==> src/rtl/ram_bubble_sorter_pkg.sv <==
// Shared constants and FSM state encoding for the in-place RAM bubble sorter.
// The state enum is also used by the bench to trace the controller.
package ram_bubble_sorter_pkg;

    localparam int RAM_ADDR_W = 10;
    localparam int RAM_DATA_W = 16;
    localparam int RAM_DEPTH  = 1 << RAM_ADDR_W;

    typedef enum logic [3:0] {
        S_IDLE,
        S_RD_A,
        S_WAIT_A,
        S_RD_B,
        S_WAIT_B,
        S_CMP,
        S_WR_A,
        S_WR_B,
        S_FIN
    } state_t;

endpackage

==> src/rtl/ram_bubble_sorter.sv <==
// Bus initiator that bubble-sorts the first N words of a single-port RAM in place,
// ascending unsigned, reading each neighbour pair and writing it back only when swapped.
module ram_bubble_sorter
    import ram_bubble_sorter_pkg::*;
#(
    parameter int ADDR_W = RAM_ADDR_W,
    parameter int DATA_W = RAM_DATA_W,
    parameter int RD_LAT = 1
) (
    input  logic              clk,
    input  logic              rst,
    input  logic              start,
    input  logic [ADDR_W:0]   len,
    output logic              busy,
    output logic              done,
    output logic [15:0]       swap_count,
    output logic              mem_rd,
    output logic              mem_wr,
    output logic [ADDR_W-1:0] mem_addr,
    output logic [DATA_W-1:0] mem_wdata,
    input  logic [DATA_W-1:0] mem_rdata
);

    localparam int                CNT_W    = (RD_LAT > 1) ? $clog2(RD_LAT) : 1;
    localparam logic [CNT_W-1:0]  LAT_LAST = CNT_W'(RD_LAT - 1);
    localparam logic [ADDR_W:0]   ONE      = (ADDR_W + 1)'(1);
    localparam logic [ADDR_W:0]   DEPTH    = ONE << ADDR_W;

    state_t              state_q;
    state_t              state_d;
    logic [ADDR_W-1:0]   idx;
    logic [ADDR_W:0]     limit;
    logic [DATA_W-1:0]   a;
    logic [DATA_W-1:0]   b;
    logic                pass_swapped;
    logic [CNT_W-1:0]    lat_cnt;

    logic [ADDR_W:0]     n_eff;
    logic [ADDR_W-1:0]   idx_nx;
    logic                lat_done;
    logic                a_gt_b;
    logic                pass_end;
    logic                finish;
    logic                advance;

    always_comb begin
        n_eff    = (len > DEPTH) ? DEPTH : len;
        idx_nx   = idx + ADDR_W'(1);
        lat_done = (lat_cnt == LAT_LAST);
        a_gt_b   = (a > b);
        pass_end = (({1'b0, idx} + ONE) >= limit);
        // A swap in WR_B always marks the pass as swapped, so only CMP can end early on a clean pass.
        finish   = pass_end && ((limit == ONE) || ((state_q == S_CMP) && !pass_swapped));
        advance  = ((state_q == S_CMP) && !a_gt_b) || (state_q == S_WR_B);
    end

    always_comb begin
        state_d   = state_q;
        done      = 1'b0;
        mem_rd    = 1'b0;
        mem_wr    = 1'b0;
        mem_addr  = '0;
        mem_wdata = '0;
        case (state_q)
            S_IDLE: begin
                if (start) state_d = (n_eff <= ONE) ? S_FIN : S_RD_A;
            end
            S_RD_A: begin
                mem_rd   = 1'b1;
                mem_addr = idx;
                state_d  = S_WAIT_A;
            end
            S_WAIT_A: begin
                if (lat_done) state_d = S_RD_B;
            end
            S_RD_B: begin
                mem_rd   = 1'b1;
                mem_addr = idx_nx;
                state_d  = S_WAIT_B;
            end
            S_WAIT_B: begin
                if (lat_done) state_d = S_CMP;
            end
            S_CMP: begin
                if (a_gt_b) state_d = S_WR_A;
                else        state_d = finish ? S_FIN : S_RD_A;
            end
            S_WR_A: begin
                mem_wr    = 1'b1;
                mem_addr  = idx;
                mem_wdata = b;
                state_d   = S_WR_B;
            end
            S_WR_B: begin
                mem_wr    = 1'b1;
                mem_addr  = idx_nx;
                mem_wdata = a;
                state_d   = finish ? S_FIN : S_RD_A;
            end
            S_FIN: begin
                done    = 1'b1;
                state_d = S_IDLE;
            end
            default: state_d = S_IDLE;
        endcase
    end

    assign busy = (state_q != S_IDLE) && (state_q != S_FIN);

    always_ff @(posedge clk) begin
        if (rst) begin
            state_q      <= S_IDLE;
            idx          <= '0;
            limit        <= '0;
            a            <= '0;
            b            <= '0;
            pass_swapped <= 1'b0;
            lat_cnt      <= '0;
            swap_count   <= '0;
        end else begin
            state_q <= state_d;
            case (state_q)
                S_IDLE: begin
                    if (start) begin
                        swap_count   <= '0;
                        idx          <= '0;
                        limit        <= n_eff - ONE;
                        pass_swapped <= 1'b0;
                    end
                end
                S_RD_A, S_RD_B: lat_cnt <= '0;
                S_WAIT_A: begin
                    if (lat_done) a <= mem_rdata;
                    else          lat_cnt <= lat_cnt + CNT_W'(1);
                end
                S_WAIT_B: begin
                    if (lat_done) b <= mem_rdata;
                    else          lat_cnt <= lat_cnt + CNT_W'(1);
                end
                S_WR_B: begin
                    if (swap_count != 16'hFFFF) swap_count <= swap_count + 16'd1;
                    pass_swapped <= 1'b1;
                end
                default: ;
            endcase
            // Advance happens in the same cycle as CMP/WR_B; a new pass overrides the swap flag above.
            if (advance) begin
                if (!pass_end) begin
                    idx <= idx_nx;
                end else if (!finish) begin
                    limit        <= limit - ONE;
                    idx          <= '0;
                    pass_swapped <= 1'b0;
                end
            end
        end
    end

endmodule

==> config.mk <==
export PLATFORM = sky130hd
export DESIGN_NAME = ram_bubble_sorter
export DESIGN_NICKNAME = d
export VERILOG_FILES = /design/src/rtl/ram_bubble_sorter_pkg.sv /design/src/rtl/ram_bubble_sorter.sv
export SDC_FILE = /design/constraint.sdc
export NUM_CORES = 1
export LEC_CHECK = 0
export ABC_AREA = 1
export ABC_CLOCK_PERIOD_IN_PS = 2950
export CAP_MARGIN = 0
export CORE_MARGIN = 2
export CORE_UTILIZATION = 62
export DETAILED_ROUTE_END_ITERATION = 12
export DONT_BUFFER_PORTS = 1
export HOLD_SLACK_MARGIN = 0.03
export PLACE_DENSITY = 0.86
export SLEW_MARGIN = 10
export SYNTH_ARGS = -nofsm -noshare
export SYNTH_HDL_FRONTEND = slang
export SYNTH_SLANG_ARGS = --single-unit
==> constraint.sdc <==
create_clock -name clk -period 2.95 [get_ports clk]
set_input_delay 0.885 -clock clk [delete_from_list [all_inputs] [get_ports clk]]
set_output_delay 0.885 -clock clk [all_outputs]
set_load 0.01 [all_outputs]
==> results.toml, run 1 <==
[die]
design.die.area_mm2 = 0.008598
die_w_um = 92.73
fp.dieH_um = 92.73
fp.coreArea_mm2 = 0.007687
placementRows = 32
start_util = 0.6349
io_pins = 76

[clocking]
clk_pin_slew_worst_paths_ns = 0.09
cts_inserted_buffers = 9
clk_path_buf_depth = 2
holdBufCountCts = 0
cts_max_level = 3
clk_latency_ns = 0.36
cts_tree = "done"
clock-sinks = 74
cts_root_buffer = "clkbuf_8"

[setup_path]
regToRegEndpoint = "idx[3]"
regToRegStartpoint = "idx[3]"
r2r_cells = 13
worstPathArrival_ns = 2.01
worst-path-max-fanout = 15
cp-start-kind = "flip-flop"
required_ns = 2.07
crit_path_end = "mem_wdata[2]"
startpoint = "state_q[3]"
r2r_slack_ns = 0.19
critPathKind = "reg -> out"
critPathCaptureType = "output port"

[place]
place_congestion = 0.9229
dpl.hpwl_mm = 8.787
portBuffers = 0
place_area_mm2 = 0.004952
post-place-ws_ns = 0.06064

[route]
drc = 0
post_drt_wl_per_cell_um = 14.77
vias = 4920
antenna_left = 0
viasPerCell = 5.802
dr.pass1.iters = 5
drt_iter0_drc = 247
routed_wl_mm = 12.53

[timing]
fin_ws_ns = 0.05465
fmax_mhz = 345.4
max-slew-margin-rel = 0.4251
period_share = 0.9815
hold_viol_final = 0
period_needed_ns = 2.895
worst_pin_slew_ns = 0.8614
drv_slew = 0
setup_viol = 0
rsz0062_at_grt = "yes"
final.setup_skew_ns = 0.01328

[logic_synthesis]
ys_types = 47
syn_area_mm2 = 0.004881
synthXorXnorAreaFrac = 0.02871
postSynthAreaPerCell_um2 = 6.596
synth_cells = 740
synth_nets = 803
yosys_most_used_dff = "dfxtp_1"
synth-simple-area-share = 0.3009
synth_edf_count = 0
synth_warnings = 0
synthArstFlopShare = 0
synth_compound_area_frac = 0.1876
post_synth_fa_ha_maj_area_fraction = 0.08459
ys_ff_latch = 74
yosysSeqAreaShare = 0.3035
synth_top_family_by_area = "simple AND/OR/NAND/NOR gates"
muxShareOfSynthArea = 0

[min_path]
min_path_type = "reg -> reg"

[global_route]
overflow = 0
grt_max_degree = 45
grt_usage = 0.2846
grt_pass1_vias = 4374
antenna_found_initial = 0
grt_pass1_wl_mm = 19.79

[power]
clkPwrFrac = 0.327
power_density_mw_per_mm2 = 511.2
seq_power_share = 0.405
intPower_w = 0.001777
netSwitchingPower_w = 0.0009352
combPwrFrac = 0.268
irDropWorstVdd_mv = 0.3185
total_power_w = 0.002713
p_leak_nw = 2.218
power_switching_share = 0.3448

[status]
status = "finished, final reports clean"

[finish]
fin_util = 0.6903
fin_area_mm2 = 0.005306
nFillCells = 664
antenna_cells = 0
drive_gt1_frac = 0.09517
seqCellArea_mm2 = 0.001486
final_nets = 804
multi_input_area_mm2 = 0.003032
syn2layout_area_growth_pct = 8.716

[job]
drv_cap = 0
==> cell families (layout without fill, tap and decap cells) <==
kind of cell | count (synthesis) | count (layout)
DFF | 74 | 74
buffers and inverters | 117 | 121
adders and majority gates | 33 | 33
AOI/OAI and AO/OA | 166 | 166
xor gates and xnor gates | 16 | 16
and+or+nand+nor | 334 | 336
==> worst max-delay path: stages, from the launching register on <==
cell and delay [ns]:
dfxtp_1 0.34, inv_2 0.17, nand2_4 0.11, nor2_1 0.14, inv_1 0.09, nor2_2 0.20, clkinvlp_4 0.11, buf_4 0.20
o21ai_1 0.28
==> power by group through the flow <==
stage	Clock (W)	Combinational (W)	Sequential, W
global route	0.000937	0.000811	0.00111
global placement	0	0.000612	0.00112
finish	0.000886	0.000727	0.00110
floorplan	0	0.000514	0.00111
detailed placement	0	0.000637	0.00112
CTS	0.000883	0.000642	0.00110
==> worst min-delay path by stage <==
stage,from,end,cells past startpoint
6_report,b[9],b[9],2
5_1_grt,b[9],b[9],2
4_1_cts,b[8],b[8],2
3_5_place_dp,b[8],b[8],2
3_3_place_gp,b[2],b[2],2
2_1_floorplan,b[10],b[10],2
==> cells in the mapped netlist, drive strengths merged (2+ instances only) <==
| cell type | number | share of area |
|---|---|---|
| nor3 | 17 | 0.019 |
| a211oi | 3 | 0.0056 |
| o21bai | 2 | 0.0038 |
| or2 | 2 | 0.0026 |
| nor4 | 2 | 0.0026 |
| clkbuf | 13 | 0.010 |
| nand4 | 9 | 0.013 |
| a21oi | 53 | 0.054 |
| xor2 | 14 | 0.025 |
| a31oi | 8 | 0.010 |
| o22ai | 6 | 0.0077 |
| o21ai | 83 | 0.088 |
| nand3 | 52 | 0.055 |
| dfxtp | 74 | 0.30 |
| nor2 | 104 | 0.089 |
| xnor2 | 2 | 0.0036 |
| a21o | 2 | 0.0031 |
| nand2 | 144 | 0.11 |
| inv | 94 | 0.072 |
| o31ai | 3 | 0.0046 |
| ha | 33 | 0.085 |
| and2 | 2 | 0.0026 |
| buf | 10 | 0.012 |
==> placed cells by master (no fill, tap or decap), types with 14 or more instances in the layout <==
cell       n
a21oi_1   53
dfxtp_1   72
ha_1      32
inv_1     86
nand2_1  140
nand3_1   49
nor2_1    94
nor3_1    15
o21ai_0   54
o21ai_1   24
xor2_1    14
==> layout make-up <==
| cell class | instances | area share |
|---|---|---|
| multi-input cells | 551 | 0.5713 |
| flip-flops and latches | 74 | 0.2801 |
| inverters | 94 | 0.06767 |
| clock buffers | 10 | 0.02405 |
| well taps | 102 | 0.02405 |
| clock inverters | 6 | 0.01721 |
| repair buffers | 11 | 0.01556 |
==> layer usage <==
| layer | global-route usage | wire length, um | up-vias |
|---|---|---|---|
| li1 | - | - | 2461 |
| met1 | 0.3829 | 5617 | 2265 |
| met2 | 0.4501 | 5707 | 177 |
| met3 | 0.05614 | 1006 | 17 |
| met4 | 0.1115 | 196 | 0 |
| met5 | 0 | 0 | - |
==> state kept, by name, indices dropped and copies added (netlist names) <==
name          cells
a                16
swap_count       16
idx              10
pass_swapped      1
state_q           4
limit            11
b                16
==> stage by stage <==
step	hold slack [ns]	TNS, ns	cells
after CTS	0.4836	-0.04547	842
after global placement	0.4609	0	826
after detailed placement	0.4715	0	826
after floorplan	0.4479	0	740
after global routing	0.5124	-0.3929	848
final	0.4883	0	848
==> repair_timing <==
action                                  in CTS  in global routing
cloned                                       0                  2
buffers inserted                             0                  4
endpoints found under the setup margin       5                 45
gates resized for setup                      3                 43
pin swaps                                    0                  3
Note: power is estimated with default switching activity, not from simulation.
==> run 2, diff against run 1 <==
--- a/config.mk
+++ b/config.mk
@@ -5,7 +5,7 @@
 export SDC_FILE = /design/constraint.sdc
 export NUM_CORES = 1
 export LEC_CHECK = 0
-export ABC_AREA = 1
+export ABC_AREA = 0
 export ABC_CLOCK_PERIOD_IN_PS = 2950
 export CAP_MARGIN = 0
 export CORE_MARGIN = 2
==> results.toml, run 2 <==
[logic_synthesis]
postSynthAreaPerCell_um2 = 7.645
synth_cells = 616
yosys_most_used_dff = "dfxtp_1"
ys_types = 69
synth_warnings = 0
synthArstFlopShare = 0
synth_nets = 679
ys_ff_latch = 74
yosysSeqAreaShare = 0.3146
ys_top_cells_by_area = "dfxtp_1 (31%), ha_1 (8.8%), nand2_1 (8.4%), a21oi_1 (5.8%), nor2_1 (5.0%)"
ys_top_cells_by_count = "nand2_1 (105), dfxtp_1 (74), nor2_1 (63), a21oi_1 (55), inv_1 (35)"
syn_area_mm2 = 0.004710
synth_top_cell_area_share = 0.3146
yosysMostFrequentCell = "nand2_1"
synth_edf_count = 0
synth_area_leader_cell = "dfxtp_1"

[die]
fp.coreArea_mm2 = 0.007292
placementRows = 31
start_util = 0.6458
fp.dieH_um = 91.16
die_w_um = 91.16
design.die.area_mm2 = 0.008309
io_pins = 76

[setup_path]
critPathKind = "reg -> reg"
critPathCaptureType = "flip-flop"
worst-path-max-fanout = 6
r2r_cells = 14
cp-start-kind = "flip-flop"
worstPathArrival_ns = 3.45
required_ns = 3.19

[finish]
final_nets = 716
antenna_cells = 0
final_cell_mix = "nand2_1 (104), dfxtp_1 (68), nor2_1 (60)"
nFillCells = 498
drive_gt1_frac = 0.1915
top_regs = "a (16), b (16), swap_count (16)"
syn2layout_area_growth_pct = 19.47
final_common_cell = "nand2_1"

[global_route]
grt_pass1_vias = 4698
grt_pass1_wl_mm = 21.29
grt_max_degree = 49
grt_usage = 0.3115
overflow = 0
antenna_found_initial = 0

[timing]
worst_pin_slew_ns = 0.8168
period_share = 1.088
setup_viol = 21
period_needed_ns = 3.211
tns_ns = -3.315
rsz0062_at_grt = "yes"
max-slew-margin-rel = 0.4484
fmax_mhz = 311.5
fin_ws_ns = -0.2606
drv_slew = 0
hold_viol_final = 0
final.setup_skew_ns = 0.01690

[clocking]
cts_max_level = 3
clk_pin_slew_worst_paths_ns = 0.08
clock-sinks = 74
clk_latency_ns = 0.36
holdBufCountCts = 0
cts_root_buffer = "clkbuf_8"
clk_path_buf_depth = 2
cts_tree = "done"
cts_inserted_buffers = 9

[status]
violations = "setup timing"
status = "finished, violations left"

[place]
post-place-ws_ns = -0.2358
portBuffers = 0
dpl.hpwl_mm = 8.850
place_congestion = 0.8790

[route]
routed_wl_mm = 13.73
dr.pass1.iters = 6
antenna_left = 0
drt_iter0_drc = 425
viasPerCell = 6.456
post_drt_wl_per_cell_um = 18.14
vias = 4887
drc = 0

[power]
total_power_w = 0.002355
irDropWorstVdd_mv = 0.2966
power_density_mw_per_mm2 = 418.6
p_leak_nw = 2.169

[min_path]
min_path_type = "reg -> reg"
hold-path-cell-count = 2

[job]
drv_cap = 0
## run 2: cell count changes in the layout (fill, tap and decap cells not counted), sizes merged, moves of 31 or more
cell | previous run | this run
nand3 | 53 | 22
inv | 93 | 37
nand2 | 144 | 105
nor2 | 105 | 64
o21ai | 83 | 20
buf | 11 | 52
## run 2: final cells by class
class	instances	area, um^2	area share
Sequential cell	74	1496	0.2660
Inverter	35	131.4	0.02335
Multi-Input combinational cell	480	3233	0.5746
Timing Repair Buffer	53	450.4	0.08005
Clock inverter	6	63.81	0.01134
Clock buffer	10	127.6	0.02268
Tap cell	99	123.9	0.02201
## run 2: path summary, 6_finish.rpt
check	start	end	slack [ns]
max	idx[0]	limit[4]	-0.26
min	b[5]	b[5]	0.47
max reg2reg	idx[0]	limit[4]	-0.26
min reg2reg	b[5]	b[5]	0.47
## run 2: critical path: stages (launching register included)
cell and delay, ns:
dfxtp_4 0.39, ha_4 0.14, and3_4 0.18, and3_4 0.21
nand3_2 0.09, nand2_1 0.13, nand2_1 0.09, ha_1 0.30
and3_4 0.19, a221o_1 0.40, a31oi_4 0.24, nor4_4 0.09
buf_4 0.18, a211o_1 0.26, o211a_1 0.20
## run 2: what timing repair did
| item | in CTS | in global routing |
|---|---|---|
| gates resized for setup | 15 | 27 |
| cloned | 1 | 1 |
| pin swaps | 11 | 15 |
| setup endpoints to repair | 21 | 28 |
| setup buffers | 6 | 3 |
## run 2: kinds of logic after synthesis
family | count (synthesis) | synth area share
DFF | 74 | 0.3146
adders and majority gates | 33 | 0.08767
and+or+nand+nor | 269 | 0.2736
muxes | 21 | 0.04543
AOI/OAI and AO/OA | 138 | 0.1916
xor gates and xnor gates | 19 | 0.03533
buffers and inverters | 62 | 0.05181
## run 2: through the flow
| step | area (um^2) | cells | hold WS (ns) | util |
|---|---|---|---|---|
| floorplan | 4796 | 616 | 0.4487 | - |
| global placement | 5142 | 731 | 0.4495 | 0.7052 |
| detailed placement | 5142 | 731 | 0.4620 | 0.7052 |
| CTS | 5463 | 754 | 0.4734 | 0.7491 |
| global route | 5627 | 757 | 0.4999 | 0.7716 |
| finish | 5627 | 757 | 0.4743 | 0.7716 |
## run 2: report_power, final
group,internal (W),switching (W)
clock,0.000393,0.000403
combinational,0.000205,0.000291
sequential,0.00102,0.0000383
## run 2: layer usage
metal	share of wire	global-route usage	vias up
met5	0	0	-
met4	0.048	0.1616	0
met3	0.095	0.08299	87
met2	0.47	0.5191	302
met1	0.38	0.3666	2256
li1	-	-	2242
